### config.mk
export PLATFORM = sky130hd
export DESIGN_NAME = fuzzy_risk_seq
export DESIGN_NICKNAME = d
export VERILOG_FILES = /design/src/rtl/fuzzy_risk_seq.sv
export SDC_FILE = /design/constraint.sdc
export NUM_CORES = 2
export LEC_CHECK = 0
export ABC_AREA = 1
export CAP_MARGIN = 30
export CORE_MARGIN = 1.5
export CORE_UTILIZATION = 30
export DETAILED_ROUTE_END_ITERATION = 10
export HOLD_SLACK_MARGIN = 0.1
export PLACE_DENSITY = 0.41
export SYNTH_ARGS = -nofsm -noshare
export SYNTH_HDL_FRONTEND = slang
export SYNTH_SLANG_ARGS = --single-unit
### constraint.sdc
create_clock -name clk -period 17.1 [get_ports clk]
set_input_delay 3.42 -clock clk [delete_from_list [all_inputs] [get_ports clk]]
set_output_delay 3.42 -clock clk [all_outputs]
set_load 0.1 [all_outputs]
### src/rtl/fuzzy_risk_seq.sv
// Fuzzy flood-risk estimator: triangular memberships on rain/soil, three rules,
// weighted-average defuzzification through a sequential restoring divider.
module fuzzy_risk_seq #(
   parameter int W     = 8,
   parameter int LO_A  = 0,
   parameter int LO_B  = 20,
   parameter int LO_C  = 40,
   parameter int MD_A  = 30,
   parameter int MD_B  = 50,
   parameter int MD_C  = 70,
   parameter int HI_A  = 60,
   parameter int HI_B  = 80,
   parameter int HI_C  = 100,
   parameter int WT_LO = 85,
   parameter int WT_MD = 170,
   parameter int WT_HI = 255,
   parameter int TNORM = 0
) (
   input  logic         clk,
   input  logic         rst_n,
   input  logic         in_valid,
   output logic         in_ready,
   input  logic [W-1:0] rain,
   input  logic [W-1:0] soil,
   output logic         out_valid,
   input  logic         out_ready,
   output logic [W-1:0] risk,
   output logic         nofire,
   output logic         busy
);

   localparam int FULL = (1 << W) - 1;
   localparam int Q    = 2 * W + 2;
   localparam int CW   = $clog2(Q);

   localparam logic [W-1:0]     P_LO_A   = W'(LO_A);
   localparam logic [W-1:0]     P_LO_B   = W'(LO_B);
   localparam logic [W-1:0]     P_LO_C   = W'(LO_C);
   localparam logic [W-1:0]     P_MD_A   = W'(MD_A);
   localparam logic [W-1:0]     P_MD_B   = W'(MD_B);
   localparam logic [W-1:0]     P_MD_C   = W'(MD_C);
   localparam logic [W-1:0]     P_HI_A   = W'(HI_A);
   localparam logic [W-1:0]     P_HI_B   = W'(HI_B);
   localparam logic [W-1:0]     P_HI_C   = W'(HI_C);
   localparam logic [2*W-1:0]   P_FULL2  = (2*W)'(FULL);
   localparam logic [Q-1:0]     P_FULLQ  = Q'(FULL);
   localparam logic [2*W+1:0]   P_WT_LO  = (2*W+2)'(WT_LO);
   localparam logic [2*W+1:0]   P_WT_MD  = (2*W+2)'(WT_MD);
   localparam logic [2*W+1:0]   P_WT_HI  = (2*W+2)'(WT_HI);
   localparam logic [CW-1:0]    P_CNT_LAST = CW'(Q - 1);

   // Elaboration-time guards on the parameter set
   if (W < 4 || W > 16) begin : g_bad_w
      $error("fuzzy_risk_seq: W must be within 4..16");
   end
   if (!(LO_A < LO_B && LO_B < LO_C && LO_C <= FULL)) begin : g_bad_lo
      $error("fuzzy_risk_seq: low set breakpoints must satisfy a<b<c<=FULL");
   end
   if (!(MD_A < MD_B && MD_B < MD_C && MD_C <= FULL)) begin : g_bad_md
      $error("fuzzy_risk_seq: medium set breakpoints must satisfy a<b<c<=FULL");
   end
   if (!(HI_A < HI_B && HI_B < HI_C && HI_C <= FULL)) begin : g_bad_hi
      $error("fuzzy_risk_seq: high set breakpoints must satisfy a<b<c<=FULL");
   end
   if (WT_LO > FULL || WT_MD > FULL || WT_HI > FULL || WT_LO < 0 || WT_MD < 0 || WT_HI < 0) begin : g_bad_wt
      $error("fuzzy_risk_seq: rule weights must lie within 0..FULL");
   end
   if (TNORM != 0 && TNORM != 1) begin : g_bad_tn
      $error("fuzzy_risk_seq: TNORM must be 0 (min) or 1 (product)");
   end

   typedef enum logic [1:0] {S_IDLE, S_FUZZ, S_DIV, S_DONE} state_t;

   function automatic logic [W-1:0] f_mu(input logic [W-1:0] v,
                                         input logic [W-1:0] a,
                                         input logic [W-1:0] b,
                                         input logic [W-1:0] c);
      logic [2*W-1:0] x;
      logic [2*W-1:0] span;
      x    = '0;
      span = '1;
      f_mu = '0;
      if (v <= a) begin
         f_mu = '0;
      end else if (v <= b) begin
         x    = (2*W)'(v - a);
         span = (2*W)'(b - a);
         f_mu = W'((x * P_FULL2) / span);
      end else if (v <= c) begin
         x    = (2*W)'(c - v);
         span = (2*W)'(c - b);
         f_mu = W'((x * P_FULL2) / span);
      end
   endfunction

   function automatic logic [W-1:0] f_tn(input logic [W-1:0] x, input logic [W-1:0] y);
      logic [2*W-1:0] p;
      p = (2*W)'(x) * (2*W)'(y);
      if (TNORM == 0) f_tn = (x < y) ? x : y;
      else            f_tn = W'(p >> W);
   endfunction

   state_t          r_state;
   logic            r_in_ready;
   logic            r_busy;
   logic            r_out_valid;
   logic [W-1:0]    r_risk;
   logic            r_nofire;
   logic [W-1:0]    r_rain;
   logic [W-1:0]    r_soil;
   logic [2*W+1:0]  r_num;
   logic [W+1:0]    r_den;
   logic [W+1:0]    r_rem;
   logic [Q-2:0]    r_quo;
   logic [CW-1:0]   r_cnt;

   logic [W-1:0]    w_rain_lo, w_rain_md, w_rain_hi;
   logic [W-1:0]    w_soil_lo, w_soil_md, w_soil_hi;
   logic [W-1:0]    w_s_lo, w_s_md, w_s_hi;
   logic [2*W+1:0]  w_num;
   logic [W+1:0]    w_den;
   logic [W+2:0]    w_rem_sh;
   logic [W+2:0]    w_rem_diff;
   logic            w_ge;
   logic [W+1:0]    w_rem_nx;
   logic [Q-1:0]    w_quo_nx;

   always_comb begin
      w_rain_lo = f_mu(r_rain, P_LO_A, P_LO_B, P_LO_C);
      w_rain_md = f_mu(r_rain, P_MD_A, P_MD_B, P_MD_C);
      w_rain_hi = f_mu(r_rain, P_HI_A, P_HI_B, P_HI_C);
      w_soil_lo = f_mu(r_soil, P_LO_A, P_LO_B, P_LO_C);
      w_soil_md = f_mu(r_soil, P_MD_A, P_MD_B, P_MD_C);
      w_soil_hi = f_mu(r_soil, P_HI_A, P_HI_B, P_HI_C);
      w_s_lo    = f_tn(w_rain_lo, w_soil_lo);
      w_s_md    = f_tn(w_rain_md, w_soil_md);
      w_s_hi    = f_tn(w_rain_hi, w_soil_hi);
      w_num     = (2*W+2)'(w_s_hi) * P_WT_HI
                + (2*W+2)'(w_s_md) * P_WT_MD
                + (2*W+2)'(w_s_lo) * P_WT_LO;
      w_den     = (W+2)'(w_s_hi) + (W+2)'(w_s_md) + (W+2)'(w_s_lo);
   end

   // One restoring step: remainder stays below DEN, so W+2 bits always hold it
   always_comb begin
      w_rem_sh   = {r_rem, r_num[2*W+1]};
      w_rem_diff = w_rem_sh - {1'b0, r_den};
      w_ge       = (w_rem_sh >= {1'b0, r_den});
      w_rem_nx   = w_ge ? (W+2)'(w_rem_diff) : (W+2)'(w_rem_sh);
      w_quo_nx   = {r_quo, w_ge};
   end

   always_ff @(posedge clk) begin
      if (!rst_n) begin
         r_state     <= S_IDLE;
         r_in_ready  <= 1'b1;
         r_busy      <= 1'b0;
         r_out_valid <= 1'b0;
         r_risk      <= '0;
         r_nofire    <= 1'b0;
         r_rain      <= '0;
         r_soil      <= '0;
         r_num       <= '0;
         r_den       <= '0;
         r_rem       <= '0;
         r_quo       <= '0;
         r_cnt       <= '0;
      end else begin
         case (r_state)
            S_IDLE: begin
               if (in_valid && r_in_ready) begin
                  r_rain     <= rain;
                  r_soil     <= soil;
                  r_in_ready <= 1'b0;
                  r_busy     <= 1'b1;
                  r_state    <= S_FUZZ;
               end
            end
            S_FUZZ: begin
               r_num <= w_num;
               r_den <= w_den;
               r_rem <= '0;
               r_quo <= '0;
               r_cnt <= '0;
               if (w_den == '0) begin
                  r_risk      <= '0;
                  r_nofire    <= 1'b1;
                  r_out_valid <= 1'b1;
                  r_state     <= S_DONE;
               end else begin
                  r_state <= S_DIV;
               end
            end
            S_DIV: begin
               r_num <= {r_num[2*W:0], 1'b0};
               r_rem <= w_rem_nx;
               r_quo <= w_quo_nx[Q-2:0];
               r_cnt <= r_cnt + CW'(1);
               if (r_cnt == P_CNT_LAST) begin
                  r_risk      <= (w_quo_nx > P_FULLQ) ? '1 : w_quo_nx[W-1:0];
                  r_nofire    <= 1'b0;
                  r_out_valid <= 1'b1;
                  r_state     <= S_DONE;
               end
            end
            S_DONE: begin
               if (out_ready) begin
                  r_out_valid <= 1'b0;
                  r_in_ready  <= 1'b1;
                  r_busy      <= 1'b0;
                  r_state     <= S_IDLE;
               end
            end
            default: begin
               r_state <= S_IDLE;
            end
         endcase
      end
   end

   assign in_ready  = r_in_ready;
   assign busy      = r_busy;
   assign out_valid = r_out_valid;
   assign risk      = r_risk;
   assign nofire    = r_nofire;

endmodule

Word level (Yosys, flattened, before mapping)
Cells that the tools add are included.
{ "classes": {"n_addsub": 16, "n_mul": 15, "n_div": 12, "order_cmp": 23, "n_eq_ne": 8, "mux": 46, "n_reduce_logical": 11} }
{ "ops": {"columns": ["cell", "n"], "rows": [
  ["divider 16 x 5 -> 16 bit, second input constant", 12],
  ["two-way mux 8 bit", 24],
  ["multiplier 9 x 9 -> 16 bit, second input constant", 10],
  ["<= comparator 8 x 6 -> 1 bit, second input constant", 6],
  ["<= comparator 8 x 7 -> 1 bit, second input constant", 6],
  ["multiplier 8 x 8 -> 16 bit, second input constant", 3],
  ["one-hot mux 18 bit (2 select lines)", 1],
  ["subtractor 7 x 8 -> 9 bit, first input constant", 4],
  ["one-hot mux 17 bit (2 select lines)", 1],
  ["<= comparator 8 x 5 -> 1 bit, second input constant", 4],
  ["multiplier 8 x 7 -> 15 bit, second input constant", 2],
  ["less-than comparator 8 bit", 3],
  ["one-hot mux 10 bit (2 select lines)", 1],
  ["adder 17 x 15 -> 18 bit", 1],
  ["> comparator 18 x 8 -> 1 bit, second input constant", 1],
  ["subtractor 6 x 8 -> 9 bit, first input constant", 2],
  ["subtractor 8 x 5 -> 9 bit, second input constant", 2],
  ["subtractor 8 x 6 -> 9 bit, second input constant", 2],
  ["adder 16 x 16 -> 17 bit", 1],
  ["<= comparator 8 x 1 -> 1 bit, second input constant", 2],
  ["one-hot mux 8 bit (2 select lines)", 1],
  [">= comparator 11 x 10 -> 1 bit", 1],
  ["adder 9 x 8 -> 10 bit", 1],
  ["logical NOT 10 bit", 1],
  ["21 further kinds", 39]
]} }
{ "totals": {"regBits": 90, "in_bits": 20, "output_inout_bits": 12, "wordCells": 144} }

Depth between registers and ports, before layout
{ "logic_depth": {"word_depth": 13, "ltp_mapped": 130, "mapped_depth_nobuf": 128} }

Worst setup path after synthesis
OpenSTA, ideal clock, no wires.
{ "synth_path": {"path_kind": "reg2reg", "startpoint": "register r_soil[3]", "endpoint": "register r_num[16]", "setup_time_ns": 0.133, "arrival_time_ns": 15.344, "required_ns": 16.967, "setup_slack_ns": 1.623, "path_stages_with_launch": 113, "n_path_buf": 2, "period_less_slack_ns": 15.477, "cell_sequence": "dfxtp_1 > clkbuf_1 > clkinv_1 > ha_1 > a21oi_1 > inv_1 > a31oi_1 > inv_1 > fa_1 > fa_1 > inv_1 > fa_1 > inv_1 > fa_1 > inv_1 > ha_1 > nand2_2 > inv_1 > [... 77 more ...] > nand2_1 > nand2_1 > inv_1 > nor2_1 > nor2_1 > nor2_1 > inv_1 > nand2_1 > inv_1 > o21ai_0 > nand2_1 > nand2_1 > inv_1 > o21ai_0 > nand2_1 > xor2_1 > nand2_1 > a31oi_1"} }
{ "synth_between": {"elab_chain_len": 12, "word_cells_on_any_way": 47, "cone_classes": "add/sub: 7; mul: 9; div: 6; order compare: 12; mux: 13"} }
{ "synth_lines": {"columns": ["item", "line", "rtl"], "rows": [
  ["start: declaration", "110", "logic [W-1:0] r_soil;"],
  ["start signal: assignment", "173", "r_soil <= soil;"],
  ["subtractor 7 x 8 -> 9 bit", "90", "x = (2*W)'(c - v);"],
  ["multiplier 9 x 9 -> 16 bit", "92", "f_mu = W'((x * P_FULL2) / span);"],
  ["divider 16 x 5 -> 16 bit", "92", null],
  ["two-way mux 8 bit", "89", "end else if (v <= c) begin"],
  ["two-way mux 8 bit", "85", "end else if (v <= b) begin"],
  ["two-way mux 8 bit", "83", "if (v <= a) begin"],
  ["less-than comparator 8 bit", "99", "if (TNORM == 0) f_tn = (x < y) ? x : y;"],
  ["two-way mux 8 bit", "99", null],
  ["multiplier 8 x 8 -> 16 bit or multiplier 8 x 7 -> 15 bit (tied branches)", "138, 139", null],
  ["adder 16 x 16 -> 17 bit", "139", "+ (2*W+2)'(w_s_md) * P_WT_MD"],
  ["adder 17 x 15 -> 18 bit *", "140", "+ (2*W+2)'(w_s_lo) * P_WT_LO;"],
  ["one-hot mux 18 bit (2 select lines) *", "169", "case (r_state)"],
  ["end signal: assignment", "180", "r_num <= w_num;"],
  ["end signal: assignment", "195", "r_num <= {r_num[2*W:0], 1'b0};"],
  ["end: declaration", "111", "logic [2*W+1:0] r_num;"]
]} }
Every way passes the cells marked *; elsewhere a longest branch is shown, timed or not.
A chain may end at the register's enable or synchronous reset.

Final worst setup path
{ "layout_path": {"startpoint": "register r_soil[1]", "endpoint": "register r_num[16]"} }
Same word-level chain as after synthesis.

==> results.cfg <==
[yosys]
ys_top_cells_by_area = fa_1 23%, ha_1 16%, inv_1 13%, nand2_1 13%, nand3_1 6.4%
syn_area_um2 = 44300
yosysWarningCount = 0
yosysTopAreaCell = fa_1
ys_seq_area_share_pct = 4.06
ys_types = 68
synth.top_cell.area_share_pct = 23.1
async_reset_ff_share_pct = 0
yosysMostFrequentCell = inv_1
syn_nets = 7661
ys.flop_type = dfxtp_1
syn_inst = 6576
synth_commonest_cells = 1522 x inv_1, 1517 x nand2_1, 564 x nand3_1, 554 x ha_1, 511 x fa_1
avgSynthCellArea_um2 = 6.74
ys_ff_latch = 90
synth_edf_count = 0

[worst_setup_path]
rr_worst_depth = 111
cp.required_ps = 17410
critPathSlowestCell = fa_1
cp-end-kind = flop
endpoint = r_num[16]
rr_startpoint = r_soil[1]
cpMostUsedCell = nand2_1
cp_top_family = adder cells
worstReg2RegEnd = r_num[16]
startpoint = r_soil[1]
cp.buffers_inverters = 26
crit_cells = 111
critPathArrivalTime_ps = 16120
cp_max_fo = 11
worstSetupPathType = reg2reg
crit_path_start_kind = flop
reg2reg_slack_ps = 1290
max_stage_delay_ps = 540

[layout]
drive_gt1_share_pct = 12.5
fin_nets = 7810
finalInstanceArea_um2 = 49400
syn2layout_area_growth_pct = 11.3
diodes = 0

[cts]
cts_sinks = 90
clockBufferDepth = 2
root_buffer = clkbuf_16
clk_latency_ps = 400
numCtsBuffers = 9
htreeDepth = 3
clk_pin_slew_worst_paths_ps = 80
cts_tree = built

[floorplanning]
start_util_pct = 30.3
core-area_um2 = 146000
die_area_um2 = 150000
pin_count = 32
chipWidth_um = 387
die-height_um = 387
fp-row-count = 140

[route]
ant_nets = 0
vias = 38900
drtIter0Drc = 1649
avgRoutedWirePerCell_um = 13.9
viasPerCell = 4.50
remaining_drc_errors = 0
wl_mm = 120
drt_pass1_iterations = 8

[timing]
hold_viol = 0
maxSlewHeadroom_pct = 30.3
max_freq_mhz = 63.2
drv_slew = 0
min_period_ps = 15810
worst_pin_slew_ps = 1040
fin_crit_sh_pct = 92.5
fin_skew_ps = 17.2
setup_viol = 0

[placed_design]
gp_congestion = 0.845
io_buffers = 31
hpwl_mm = 106
placed_cell_area_um2 = 47700

[grt]
grt_usage_pct = 16.1
globalRouteOverflowTotal = 0
grt_pass1_wl_mm = 200
grt_antenna_before_repair = 1
grt_max_degree = 48
grt_pass1_vias = 39100

[worst_hold_path]
min_path_type = reg2reg
min_from = r_quo[16]

[flow_run]
cap_violations = 0

[run_status]
status = completed
==> state kept, by name, summed over array words and instances, names as in the netlist <==
signal and count:
r_num 18, r_quo 17, r_den 10, r_rem 10, r_rain 8, r_soil 8
risk 8, r_cnt 5, r_state 2, busy 1, in_ready 1, nofire 1
out_valid 1
==> how the worst min path moves through the flow <==
stage | cells after the start | end
6_report | 2 | r_quo[16]
5_1_grt | 2 | risk[3]
4_1_cts | 2 | risk[2]
3_5_place_dp | 2 | r_num[0]
3_3_place_gp | 2 | r_quo[16]
2_1_floorplan | 2 | r_quo[16]
==> what timing repair did <==
action                                  CTS  global route
endpoints found under the setup margin    0             9
resized for setup                         0           238
hold buffers                              0             0
buffers inserted                          0            35
==> tightest hold or removal path, cell delays in order (launching register included) <==
cell and delay [ps]:
dfxtp_1 320, nand2_1 60, a21oi_1 50
==> cell families (layout without fill, tap and decap cells) <==
group                    after synthesis  after routing  synth area share [%]
AND/OR/NAND/NOR                     2838           2838                  28.9
buffers and inverters               1704           1858                  14.6
adder cells (fa/ha/maj)             1065           1065                  38.7
AO/OA/AOI/OAI                        626            626                  8.20
XOR/XNOR                             248            248                  5.41
flip-flops                            90             90                  4.06
multiplexers                           5              5                 0.113
==> stage by stage <==
stage | instances | hold WS, ps | setup TNS [ps] | util [%] | setup slack [ps]
after floorplan | 6576 | 445 | 0 | - | 1620
after global placement | 8591 | 457 | 0 | 32.6 | 45.4
after detailed placement | 8596 | 459 | 0 | 32.6 | 112
after CTS | 8612 | 470 | 0 | 32.9 | 28.8
after global routing | 8647 | 484 | -90.8 | 33.7 | -59.8
final | 8647 | 468 | 0 | 33.7 | 1290
==> area by class of cell <==
| type | count | area (µm²) |
|---|---|---|
| tap | 1917 | 2400 |
| fill | 16100 | 96900 |
| timing repair buffer | 193 | 1570 |
| clock buffer | 9 | 225 |
| multi-input combinational | 4782 | 37000 |
| sequential | 90 | 1830 |
| inverter | 1649 | 6220 |
| clock inverter | 7 | 81.3 |
==> layout by cell type, fill, tap and decap left out, types with 30 or more instances in the layout <==
cell type and count:
a21oi_1 261, o21ai_1 52, ha_1 520, clkdlybuf4s50_1 31, fa_1 506, a21oi_2 30, o21ai_0 116, a31oi_1 30
buf_4 150, nor3_1 39, nor2_1 256, nand3_2 47, inv_2 118, nand2_1 1492, nand2_2 275, nand4_1 60
xnor2_1 47, inv_1 1510, dfxtp_1 79, nand3_1 559, xor2_1 155
==> routing by layer <==
metal	track usage, %	wire length, µm	vias up
met4	1.38	728	2
met3	1.31	3150	44
met5	0	11	-
met2	28.4	57300	312
li1	-	-	20500
met1	22.2	58600	18100
Power is not shown: default switching activity piles up to over one toggle a cycle in this logic, so the estimate is an artifact.
